## config.mk

```make
export PLATFORM = sky130hd
export DESIGN_NAME = bcd_step_counter_7sd_flat
export DESIGN_NICKNAME = d
export VERILOG_FILES = /design/src/rtl/param_7sd_pkg.sv /design/src/rtl/bcd_step_counter_7sd_if.sv /design/src/rtl/BCDto7SD.sv /design/src/rtl/bcd_step_counter_7sd.sv /design/src/flat_wrapper.sv
export SDC_FILE = /design/constraint.sdc
export NUM_CORES = 1
export LEC_CHECK = 0
export CAP_MARGIN = 20
export CORE_MARGIN = 8
export CORE_UTILIZATION = 45
export CTS_CLUSTER_DIAMETER = 100
export DETAILED_ROUTE_END_ITERATION = 12
export MAX_ROUTING_LAYER = met4
export PLACE_DENSITY = 0.68
export SLEW_MARGIN = 10
export SYNTH_ARGS = -nofsm -noshare
export SYNTH_HDL_FRONTEND = slang
export SYNTH_HIERARCHICAL = 1
export SYNTH_SLANG_ARGS = --single-unit
export TNS_END_PERCENT = 1
```

## constraint.sdc

```tcl
create_clock -name clk -period 6.8 [get_ports clk]
set_input_delay 1.02 -clock clk [delete_from_list [all_inputs] [get_ports clk]]
set_output_delay 1.02 -clock clk [all_outputs]
set_load 0.03 [all_outputs]
```

## src/rtl/param_7sd_pkg.sv

```systemverilog
// Shared constants and one-digit BCD arithmetic for the seven-segment counter family.
// Contents:
//   BCD_BASE, BCD_MAX, BCD_W : decimal digit constants
//   AN_OFF                   : inactive level of a common-anode digit select
//   bcd_res_t                : result of a one-digit step (digit + carry/borrow out)
//   bcd_digit_step()         : add or subtract with carry/borrow in, one BCD digit
package param_7sd_pkg;

   localparam int unsigned BCD_BASE = 10;
   localparam int unsigned BCD_MAX  = 9;
   localparam int unsigned BCD_W    = 4;
   localparam logic        AN_OFF   = 1'b1;

   typedef struct packed {
      logic       carry;
      logic [3:0] digit;
   } bcd_res_t;

   // up=1: d + step + cin, carry out when the sum exceeds 9.
   // up=0: d - step - cin, borrow out (reported as carry) when the result goes negative.
   function automatic bcd_res_t bcd_digit_step(input logic [3:0] d,
                                               input logic [3:0] step,
                                               input logic       up,
                                               input logic       cin);
      bcd_res_t   r;
      logic [4:0] t;
      r = '0;
      if (up) begin
         t = 5'(d) + 5'(step) + 5'(cin);
         if (t > 5'(BCD_MAX)) begin
            r.digit = 4'(t - 5'(BCD_BASE));
            r.carry = 1'b1;
         end else begin
            r.digit = 4'(t);
            r.carry = 1'b0;
         end
      end else begin
         // Pre-bias by 10 so the intermediate never underflows.
         t = 5'(d) + 5'(BCD_BASE) - 5'(step) - 5'(cin);
         if (t < 5'(BCD_BASE)) begin
            r.digit = 4'(t);
            r.carry = 1'b1;
         end else begin
            r.digit = 4'(t - 5'(BCD_BASE));
            r.carry = 1'b0;
         end
      end
      return r;
   endfunction

endpackage

```

## src/rtl/bcd_step_counter_7sd_if.sv

```systemverilog
// Control/data bus of the BCD step counter.
// Signals: tick, dir, load, load_value (requester -> counter);
//          value, wrap (counter -> requester). DIGITS sets the BCD word width.
interface bcd_step_counter_7sd_if #(
   parameter int unsigned DIGITS = 4
);
   logic                  tick;
   logic                  dir;
   logic                  load;
   logic [4*DIGITS-1:0]   load_value;
   logic [4*DIGITS-1:0]   value;
   logic                  wrap;

   modport master (output tick, dir, load, load_value, input value, wrap);
   modport slave  (input tick, dir, load, load_value, output value, wrap);
endinterface

```

## src/rtl/BCDto7SD.sv

```systemverilog
// BCD to common-anode seven-segment decoder (segments active low).
// Ports:
//   i_bcd    : 4-bit BCD digit
//   o_seg_c  : {a,b,c,d,e,f,g}, 0 = segment lit; codes above 9 blank the digit
//   o_dp_c   : decimal point, always off
module BCDto7SD (
   input  logic [3:0] i_bcd,
   output logic [6:0] o_seg_c,
   output logic       o_dp_c
);

   always_comb begin
      o_seg_c = 7'b1111111;
      o_dp_c  = 1'b1;
      case (i_bcd)
         4'd0:    o_seg_c = 7'b0000001;
         4'd1:    o_seg_c = 7'b1001111;
         4'd2:    o_seg_c = 7'b0010010;
         4'd3:    o_seg_c = 7'b0000110;
         4'd4:    o_seg_c = 7'b1001100;
         4'd5:    o_seg_c = 7'b0100100;
         4'd6:    o_seg_c = 7'b0100000;
         4'd7:    o_seg_c = 7'b0001111;
         4'd8:    o_seg_c = 7'b0000000;
         4'd9:    o_seg_c = 7'b0000100;
         default: o_seg_c = 7'b1111111;
      endcase
   end

endmodule

```

## src/rtl/bcd_step_counter_7sd.sv

```systemverilog
// Multi-digit BCD counter stepping by a fixed STEP modulo 10^DIGITS, with parallel
// load, wrap pulse and a time-multiplexed common-anode seven-segment display.
// Parameters: DIGITS (1..8), STEP (0..9), SCAN_DIV (>=1 cycles per digit).
// Ports:
//   clk, rst_n : clock, asynchronous active-low reset
//   bus        : slave side of bcd_step_counter_7sd_if (tick/dir/load/load_value in,
//                registered value/wrap out)
//   an         : registered active-low one-hot digit select
//   A..G, DP   : segment drives for the selected digit (combinational)
// Build option: BLANK_LEADING_ZERO_EN blanks leading zero digits (digit 0 always lit).
module bcd_step_counter_7sd
   import param_7sd_pkg::*;
#(
   parameter int unsigned DIGITS   = 4,
   parameter int unsigned STEP     = 4,
   parameter int unsigned SCAN_DIV = 1000
) (
   input  logic               clk,
   input  logic               rst_n,
   bcd_step_counter_7sd_if.slave bus,
   output logic [DIGITS-1:0]  an,
   output logic               A,
   output logic               B,
   output logic               C,
   output logic               D,
   output logic               E,
   output logic               F,
   output logic               G,
   output logic               DP
);

   localparam int unsigned VAL_W  = BCD_W * DIGITS;
   localparam int unsigned SCAN_W = (SCAN_DIV > 1) ? $clog2(SCAN_DIV) : 1;
   localparam int unsigned IDX_W  = (DIGITS > 1) ? $clog2(DIGITS) : 1;
   // All digits off except digit 0.
   localparam logic [DIGITS-1:0] AN_RST = {DIGITS{AN_OFF}} ^ DIGITS'(1);

   // Parameter legality
   if (STEP > BCD_MAX) begin : g_bad_step
      $error("bcd_step_counter_7sd: STEP must be 0..9");
   end
   if (DIGITS < 1 || DIGITS > 8) begin : g_bad_digits
      $error("bcd_step_counter_7sd: DIGITS must be 1..8");
   end
   if (SCAN_DIV < 1) begin : g_bad_scan
      $error("bcd_step_counter_7sd: SCAN_DIV must be >= 1");
   end

   logic [VAL_W-1:0]  r_value;
   logic              r_wrap;
   logic [SCAN_W-1:0] r_cnt;
   logic [IDX_W-1:0]  r_idx;
   logic [DIGITS-1:0] r_an;

   logic [VAL_W-1:0]  w_value_nxt;
   logic              w_wrap_nxt;
   logic [SCAN_W-1:0] w_cnt_nxt;
   logic [IDX_W-1:0]  w_idx_nxt;
   logic [DIGITS-1:0] w_an_nxt;
   logic [3:0]        w_digit;
   logic [6:0]        w_seg;
   logic              w_dp;

   // Counter next state: load > tick > hold; carry/borrow ripples digit to digit
   always_comb begin : p_count_nxt
      logic     v_carry;
      bcd_res_t v_res;
      w_value_nxt = r_value;
      w_wrap_nxt  = 1'b0;
      v_carry     = 1'b0;
      v_res       = '0;
      if (bus.load) begin
         for (int i = 0; i < int'(DIGITS); i++) begin
            if (bus.load_value[BCD_W*i +: BCD_W] > 4'(BCD_MAX)) begin
               w_value_nxt[BCD_W*i +: BCD_W] = 4'd0;
            end else begin
               w_value_nxt[BCD_W*i +: BCD_W] = bus.load_value[BCD_W*i +: BCD_W];
            end
         end
      end else if (bus.tick) begin
         for (int i = 0; i < int'(DIGITS); i++) begin
            v_res = bcd_digit_step(r_value[BCD_W*i +: BCD_W],
                                   (i == 0) ? 4'(STEP) : 4'd0,
                                   bus.dir, v_carry);
            w_value_nxt[BCD_W*i +: BCD_W] = v_res.digit;
            v_carry = v_res.carry;
         end
         w_wrap_nxt = v_carry;
      end
   end

   // Scan divider and digit index
   always_comb begin : p_scan_nxt
      w_cnt_nxt = r_cnt + SCAN_W'(1);
      w_idx_nxt = r_idx;
      if (r_cnt == SCAN_W'(SCAN_DIV - 1)) begin
         w_cnt_nxt = '0;
         if (r_idx == IDX_W'(DIGITS - 1)) begin
            w_idx_nxt = '0;
         end else begin
            w_idx_nxt = r_idx + IDX_W'(1);
         end
      end
   end

   // Digit select for the next cycle, built from next index and next value so
   // that an and the segment data change together.
   always_comb begin : p_an_nxt
`ifdef BLANK_LEADING_ZERO_EN
      logic v_zero_above;
      v_zero_above = 1'b1;
`endif
      w_an_nxt = {DIGITS{AN_OFF}};
      for (int i = 0; i < int'(DIGITS); i++) begin
         if (IDX_W'(i) == w_idx_nxt) begin
            w_an_nxt[i] = ~AN_OFF;
         end
      end
`ifdef BLANK_LEADING_ZERO_EN
      // Walk down from the top digit; stop blanking at the first nonzero digit.
      for (int i = int'(DIGITS) - 1; i >= 1; i--) begin
         v_zero_above = v_zero_above && (w_value_nxt[BCD_W*i +: BCD_W] == 4'd0);
         if (v_zero_above) begin
            w_an_nxt[i] = AN_OFF;
         end
      end
`endif
   end

   // State registers
   always_ff @(posedge clk or negedge rst_n) begin
      if (!rst_n) begin
         r_value <= '0;
         r_wrap  <= 1'b0;
         r_cnt   <= '0;
         r_idx   <= '0;
         r_an    <= AN_RST;
      end else begin
         r_value <= w_value_nxt;
         r_wrap  <= w_wrap_nxt;
         r_cnt   <= w_cnt_nxt;
         r_idx   <= w_idx_nxt;
         r_an    <= w_an_nxt;
      end
   end

   // Selected digit feeding the decoder
   always_comb begin : p_digit_mux
      w_digit = 4'd0;
      for (int i = 0; i < int'(DIGITS); i++) begin
         if (IDX_W'(i) == r_idx) begin
            w_digit = r_value[BCD_W*i +: BCD_W];
         end
      end
   end

   BCDto7SD u_dec (
      .i_bcd   (w_digit),
      .o_seg_c (w_seg),
      .o_dp_c  (w_dp)
   );

   assign bus.value = r_value;
   assign bus.wrap  = r_wrap;
   assign an        = r_an;
   assign {A, B, C, D, E, F, G} = w_seg;
   assign DP        = w_dp;

endmodule

```

## src/flat_wrapper.sv

```systemverilog
// flat-port wrapper written by rule: the top's interface ports become plain ports
module bcd_step_counter_7sd_flat import param_7sd_pkg::*;
#(
   parameter int unsigned DIGITS   = 4,
   parameter int unsigned STEP     = 4,
   parameter int unsigned SCAN_DIV = 1000
)
  (clk, rst_n, an, A, B, C, D, E, F, G, DP, bus_tick, bus_dir, bus_load, bus_load_value, bus_value, bus_wrap);
  bcd_step_counter_7sd_if #(.DIGITS(DIGITS)) bus_i ();
  input  logic clk;
  input  logic rst_n;
  output logic [DIGITS-1:0] an;
  output logic A;
  output logic B;
  output logic C;
  output logic D;
  output logic E;
  output logic F;
  output logic G;
  output logic DP;
  input wire logic [$bits(bus_i.tick)-1:0] bus_tick;
  input wire logic [$bits(bus_i.dir)-1:0] bus_dir;
  input wire logic [$bits(bus_i.load)-1:0] bus_load;
  input wire logic [$bits(bus_i.load_value)-1:0] bus_load_value;
  output wire logic [$bits(bus_i.value)-1:0] bus_value;
  output wire logic [$bits(bus_i.wrap)-1:0] bus_wrap;
  assign bus_i.tick = bus_tick;
  assign bus_i.dir = bus_dir;
  assign bus_i.load = bus_load;
  assign bus_i.load_value = bus_load_value;
  assign bus_value = bus_i.value;
  assign bus_wrap = bus_i.wrap;
  bcd_step_counter_7sd #(.DIGITS(DIGITS), .STEP(STEP), .SCAN_DIV(SCAN_DIV)) u_core (.clk(clk), .rst_n(rst_n), .bus(bus_i), .an(an), .A(A), .B(B), .C(C), .D(D), .E(E), .F(F), .G(G), .DP(DP));
endmodule
```

==> results of run 1 <==
## worst paths after layout
check                      cells past startpoint  slack [ns]           startpoint                    to
max                                           31        0.41  u_core/bus.value[1]  u_core/bus.value[14]
min                                            1        0.46      u_core/r_cnt[0]       u_core/r_cnt[0]
max reg2reg                                   31        0.41  u_core/bus.value[1]  u_core/bus.value[14]
min reg2reg                                    1        0.46      u_core/r_cnt[0]       u_core/r_cnt[0]
max in group asynchronous                      2        5.29                rst_n          u_core/an[1]
min in group asynchronous                      2        1.13                rst_n   u_core/bus.value[6]
## kinds of logic (layout without fill, tap and decap cells)
group                      Yosys count  in the layout
DFF                                 33             33
adders and majority gates           49             49
other                                1              1
AOI/OAI and AO/OA                  102            102
and+or+nand+nor                    135            135
buffers and inverters               51            111
muxes                               11             11
xor gates and xnor gates            23             23
## registers in the layout, summed over array words and instances (netlist names)
register / flops
u_core/bus.wrap: 1
u_core/an: 4
u_core/bus.value: 16
u_core/r_idx: 2
u_core/r_cnt: 10
## routing by layer
metal  part of all wire (%)  vias to the layer above
li1                       -                     1528
met1                     46                     1456
met2                     50                       64
met3                    3.7                        4
met4                   0.71                        0
met5                      0                        -
## per-stage QoR
step	setup TNS, ns	total power, uW	cell area [um2]
after floorplan	0	1030	3330
after global placement	-0.0304	1350	3990
after detailed placement	-0.428	1370	3990
after CTS	0	1540	4070
after global routing	-0.00894	1700	4130
final	0	1570	4130
## what timing repair did
item,4_1_cts,5_1_grt
resized for setup,0,16
setup endpoints to repair,0,4
setup buffers,0,1
## area by class of cell
type | instances | area [um2]
Multi-Input combinational cell | 321 | 2330
Sequential cell | 33 | 832
Clock buffer | 5 | 68.8
Timing Repair Buffer | 67 | 626
Clock inverter | 3 | 17.5
Tap cell | 99 | 124
Fill cell | 681 | 3080
Inverter | 36 | 135
## cells in the mapped netlist (5+ instances only)
cell       n  area, um2
o21a_1     5       37.5
nor2_1    34        128
o211ai_1   5       37.5
a31oi_1    7       43.8
o21ai_0   34        170
clkbuf_1   9       33.8
xnor2_1   19        166
o21ai_1    5       25.0
mux2i_1   11        110
nand3_1   14       70.1
a21oi_1   20        100
ha_1      48        601
nor3_1    11       55.1
nand2b_1   8       50.1
dfrtp_1   30        751
inv_1     35        131
nand2_1   29        109
nand3b_1   8       60.1
or3_1     10       62.6
## power groups by stage
stage / clock [uW] / combinational, uW / sequential, uW
floorplan: 0 / 693 / 337
global placement: 0 / 1040 / 313
detailed placement: 0 / 1060 / 312
CTS: 160 / 1070 / 310
global route: 167 / 1220 / 318
finish: 156 / 1110 / 311
==> flow_summary_export.csv, run 1 <==
group,metric,value,unit
sta,min_period,6.39,ns
sta,fmax,157,MHz
clocking,cts_buffer_depth,2,
yosys,synth_top_family_by_area,"simple AND/OR/NAND/NOR gates",
route,vias_per_cell,5.41,
grt,grtUsageTotal,18.2,%
yosys,synth_area_per_cell,8.21,um2
yosys,synthFlopType,"dfrtp_1",
floorplan,die_w,102,um
power_and_ir_drop,internal_power,811,uW
clocking,clock_latency,0.30,ns
setup_path,max_stage_delay,0.52,ns
yosys,synth_seq_cells,33,
yosys,synth.distinct_cells,55,
place,dp_hpwl,6.67,mm
yosys,synth-edff-count,0,
floorplan,coreArea,7210,um2
sta,fin_skew,0.0175,ns
yosys,synth_xor_area_share,6.06,%
route,drt_iter0_markers,203,
setup_path,cp_common_cell,"ha_2",
grt,grt_pass1_vias,3143,
finish,syn2layout_area_growth,24.2,%
finish,utilization,57.3,%
setup_path,cp.required,7.04,ns
route,finalWirelength,8.89,mm
finish,drive_gt1_share,11.6,%
clocking,h-tree-depth,2,
sta,max_slew_margin,34.6,%
yosys,synth_fa_ha_area_share,18.7,%
yosys,synth_compound_area_share,19.5,%
job,maxCapViolCount,0,
setup_path,critPathArrivalTime,6.63,ns
floorplan,start_util,46.1,%
route,vias,3052,
floorplan,dieArea,10400,um2
grt,use_met3,2.79,%
status,status,"complete, no violations",
setup_path,end_kind,"flip-flop",
floorplan,num_rows,31,
setup_path,critPathKind,"flip-flop to flip-flop",
finish,layout.nets,534,
clocking,root_buffer,"clkbuf_8",
place,place_ws,-0.210,ns
place,placed_cells,555,
power_and_ir_drop,swShare,48.4,%
finish,fin_cells,564,
power_and_ir_drop,power.leakage,0.00177,uW
setup_path,cp.buffers_inverters,2,
yosys,synth_cells,405,
grt,grt_use_met1,21.2,%
clocking,tritoncts,"built",
yosys,syn-cell-area,3330,um2
route,wl_per_cell,15.8,um
clocking,cts.sinks,33,
yosys,synth_seq_area_share,24.9,%
setup_path,slowest_stage,"or4_1",
route,drt-pass1-iter-count,4,
yosys,synth.mux.area_fraction,3.31,%
floorplan,die_h,102,um
worst_hold_path,holdCritPathClass,"flip-flop to flip-flop",
setup_path,crit_family,"adder cells",
finish,layout_common_cells,"clkdlybuf4s50_1 (47), ha_1 (43), inv_1 (34), nor2_1 (34), o21ai_0 (33)",
grt,grt-ovfl-total,0,
setup_path,crit_path_max_fanout,5,
sta,setup_violations,0,
sta,finalCritPeriodShare,93.9,%
sta,hold_viol_final,0,
power_and_ir_drop,combPwrFrac,70.3,%
sta,holdWs,0.461,ns
yosys,yosys.area_share.simple,21.0,%
finish,antenna_cells,0,
place,place_congestion,0.887,
grt,grt_pass1_wl,14.6,mm
route,antenna_left,0,
power_and_ir_drop,p_seq_share,19.8,%
finish,final_common_cell,"clkdlybuf4s50_1",
sta,timing.final.ws_setup,0.412,ns
sta,drv_slew,0,
route,drc_errors,0,
setup_path,critPathLaunchType,"flip-flop",
grt,grt_max_degree,34,
power_and_ir_drop,power.density,381,nW/um2
yosys,yosysWarnings,6,
place,place.port_buffers,48,
power_and_ir_drop,power.switching,761,uW
power_and_ir_drop,ir_drop,0.162,mV
grt,antenna_found_initial,0,
yosys,syn-num-nets,475,
clocking,clk_transition_reported_paths,0.09,ns
yosys,async_flop_share,100,%
sta,tightest_slew,0.971,ns
power_and_ir_drop,pwr-share-clk,9.9,%
clocking,postCtsHoldBufs,0,
floorplan,io_pins,50,
grt,met2_usage,31.9,%
clocking,cts_inserted_buffers,5,
grt,grt-busiest-layer,"met2",
Note: power is estimated with default switching activity, not from simulation.
==> run 2, diff against run 1 <==
--- a/config.mk
+++ b/config.mk
@@ -17,4 +17,4 @@
 export SYNTH_HDL_FRONTEND = slang
 export SYNTH_HIERARCHICAL = 1
 export SYNTH_SLANG_ARGS = --single-unit
-export TNS_END_PERCENT = 1
+export TNS_END_PERCENT = 30
==> results of run 2 <==
No change in the layout: final DEF, timing and power equal those of run 1.
==> run 3, diff against run 2 <==
--- a/config.mk
+++ b/config.mk
@@ -10,6 +10,7 @@
 export CORE_UTILIZATION = 45
 export CTS_CLUSTER_DIAMETER = 100
 export DETAILED_ROUTE_END_ITERATION = 12
+export GPL_ROUTABILITY_DRIVEN = 0
 export MAX_ROUTING_LAYER = met4
 export PLACE_DENSITY = 0.68
 export SLEW_MARGIN = 10
==> run 3 against run 2 <==
  * Total power rose by 1.3%
  * Sequential power fell by 1%
  * Non-clock buffer count fell by 4
  * Largest cell class unchanged
  * Clock-buffer cell count did not move
  * Global-route usage fell by 0.18 points
  * First-iteration DRC count fell by 13%
  * Clock power rose by 26%
  * Die area did not move
  * Fmax fell by 0.30%
  * Routed wire length fell by 2.3%
==> flow_summary_export.csv, run 3 (synthesis gave the netlist of run 1 again) <==
group,metric,value,unit
finish,antenna_cells,0,
clocking,tritoncts,"built",
finish,nFillCells,690,
clocking,cts.sinks,33,
place,dpl-instance-area,3960,um2
sta,fmax,156,MHz
clocking,clock_latency,0.30,ns
clocking,h-tree-depth,2,
finish,layout_common_cells,"clkdlybuf4s50_1 (47), ha_1 (44), inv_1 (34), nor2_1 (34), o21ai_0 (33)",
route,drc_errors,0,
finish,register_area,832,um2
sta,timing.final.ws_setup,0.393,ns
power_and_ir_drop,power.leakage,0.00176,uW
sta,drv_slew,0,
route,wl_per_cell,15.5,um
sta,finalCritPeriodShare,94.2,%
setup_path,cp_common_cell,"ha_1",
setup_path,cp.required,7.04,ns
grt,antenna_found_initial,0,
finish,final_common_cell,"clkdlybuf4s50_1",
setup_path,critPathLaunchType,"flip-flop",
grt,grt_max_degree,34,
clocking,cts_setup_buffers,0,
floorplan,coreArea,7210,um2
finish,syn2layout_area_growth,24.1,%
sta,min_period,6.41,ns
sta,fin_skew,0.00779,ns
finish,drive_gt1_share,10.4,%
sta,hold_viol_final,0,
sta,grt_setup_unrepaired,"false",
power_and_ir_drop,power.density,386,nW/um2
place,place_ws,-0.160,ns
floorplan,die_h,102,um
clocking,root_buffer,"clkbuf_8",
clocking,cts_inserted_buffers,5,
grt,grt_pass1_vias,3057,
route,vias_per_cell,5.50,
setup_path,crit_path_max_fanout,5,
place,place.port_buffers,48,
power_and_ir_drop,ir_drop,0.162,mV
clocking,clk_transition_reported_paths,0.08,ns
setup_path,max_stage_delay,0.52,ns
setup_path,slowest_stage,"or4_1",
job,maxCapViolCount,0,
place,dp_hpwl,6.65,mm
finish,multi_input_area,2330,um2
floorplan,io_pins,50,
setup_path,critPathKind,"flip-flop to flip-flop",
worst_hold_path,holdCritPathClass,"flip-flop to flip-flop",
finish,layout.nets,530,
setup_path,critPathArrivalTime,6.64,ns
floorplan,dieArea,10400,um2
grt,grt_pass1_wl,14.5,mm
sta,max_slew_margin,37.6,%
finish,largest_reg_flops,16,
route,drt-pass1-iter-count,4,
sta,tightest_slew,0.933,ns
route,vias,3080,
sta,holdWs,0.462,ns
setup_path,end_kind,"flip-flop",
clocking,postCtsHoldBufs,0,
route,drt_iter0_markers,177,
sta,setup_violations,0,
floorplan,start_util,46.1,%
finish,fin_cells,560,
route,finalWirelength,8.69,mm
status,status,"complete, no violations",
route,antenna_left,0,
place,placed_cells,551,
floorplan,num_rows,31,
grt,grtUsageTotal,18.0,%
floorplan,die_w,102,um
clocking,cts_buffer_depth,2,
grt,grt-ovfl-total,0,
setup_path,rrSetupSlack,0.39,ns
finish,fin_area,4130,um2
run 3: cell types whose count changed in the layout (fill, tap and decap cells not counted):
cell / change
ha_2: -1
ha_1: +1
bufinv_16: +1
a31oi_2: -1
clkinv_4: +1
clkinv_2: -2
xnor2_2: -1
xnor2_1: +1
clkbuf_2: +1
a31oi_4: +1
buf_4: -5
run 3: metal layers:
| layer | vias to the layer above | routed length, um | part of all wire [%] | GRT usage, % |
|---|---|---|---|---|
| met1 | 1467 | 3950 | 45 | 21.8 |
| met3 | 11 | 435 | 5.0 | 3.13 |
| met4 | 0 | 123 | 1.4 | 5.08 |
| met2 | 75 | 4180 | 48 | 29.9 |
| li1 | 1527 | - | - | - |
| met5 | - | 0 | 0 | - |
run 3: worst max-delay path, delay by kind of cell (launching register included):
family / cells / cell delay, ns
adders and majority gates: 10 / 2.42
AOI/OAI and AO/OA: 10 / 1.34
and+or+nand+nor: 5 / 1.33
xor gates and xnor gates: 3 / 0.48
DFF: 1 / 0.45
muxes: 1 / 0.18
buffers and inverters: 2 / 0.16
run 3: what timing repair did:
action	4_1_cts	5_1_grt
endpoints found under the hold margin	0	0
resized for setup	0	15
setup endpoints to repair	0	4
run 3: path summary, 6_finish.rpt:
kind | startpoint | to | depth (start not counted)
setup / recovery | u_core/bus.value[1] | u_core/bus.value[14] | 31
hold / removal | u_core/r_cnt[0] | u_core/r_cnt[0] | 1
setup reg to reg | u_core/bus.value[1] | u_core/bus.value[14] | 31
hold reg to reg | u_core/r_cnt[0] | u_core/r_cnt[0] | 1
max in group asynchronous | rst_n | u_core/an[3] | 2
min in group asynchronous | rst_n | u_core/bus.value[7] | 2
run 3: per-stage QoR:
step | util, % | setup TNS, ns | total power (uW)
after global routing | 57.2 | 0 | 1720
after global placement | 54.8 | 0 | 1340
final | 57.2 | 0 | 1590
after CTS | 56.4 | 0 | 1570
after detailed placement | 54.8 | -0.301 | 1360
after floorplan | - | 0 | 1030
run 3: layout make-up:
type                    instances  share of cell area (%)
clock buffers                   5                    1.67
repair buffers                 63                    14.4
inverters                      36                    3.27
clock inverters                 3                    1.12
flip-flops and latches         33                    20.2
well taps                      99                    3.00
multi-input cells             321                    56.4
run 3: report_power, final:
group          total [uW]  internal, uW  switching (uW)
logic                1090           498             591
clock network         196           110            86.3
registers             307           228            79.5
total                1590           836             757
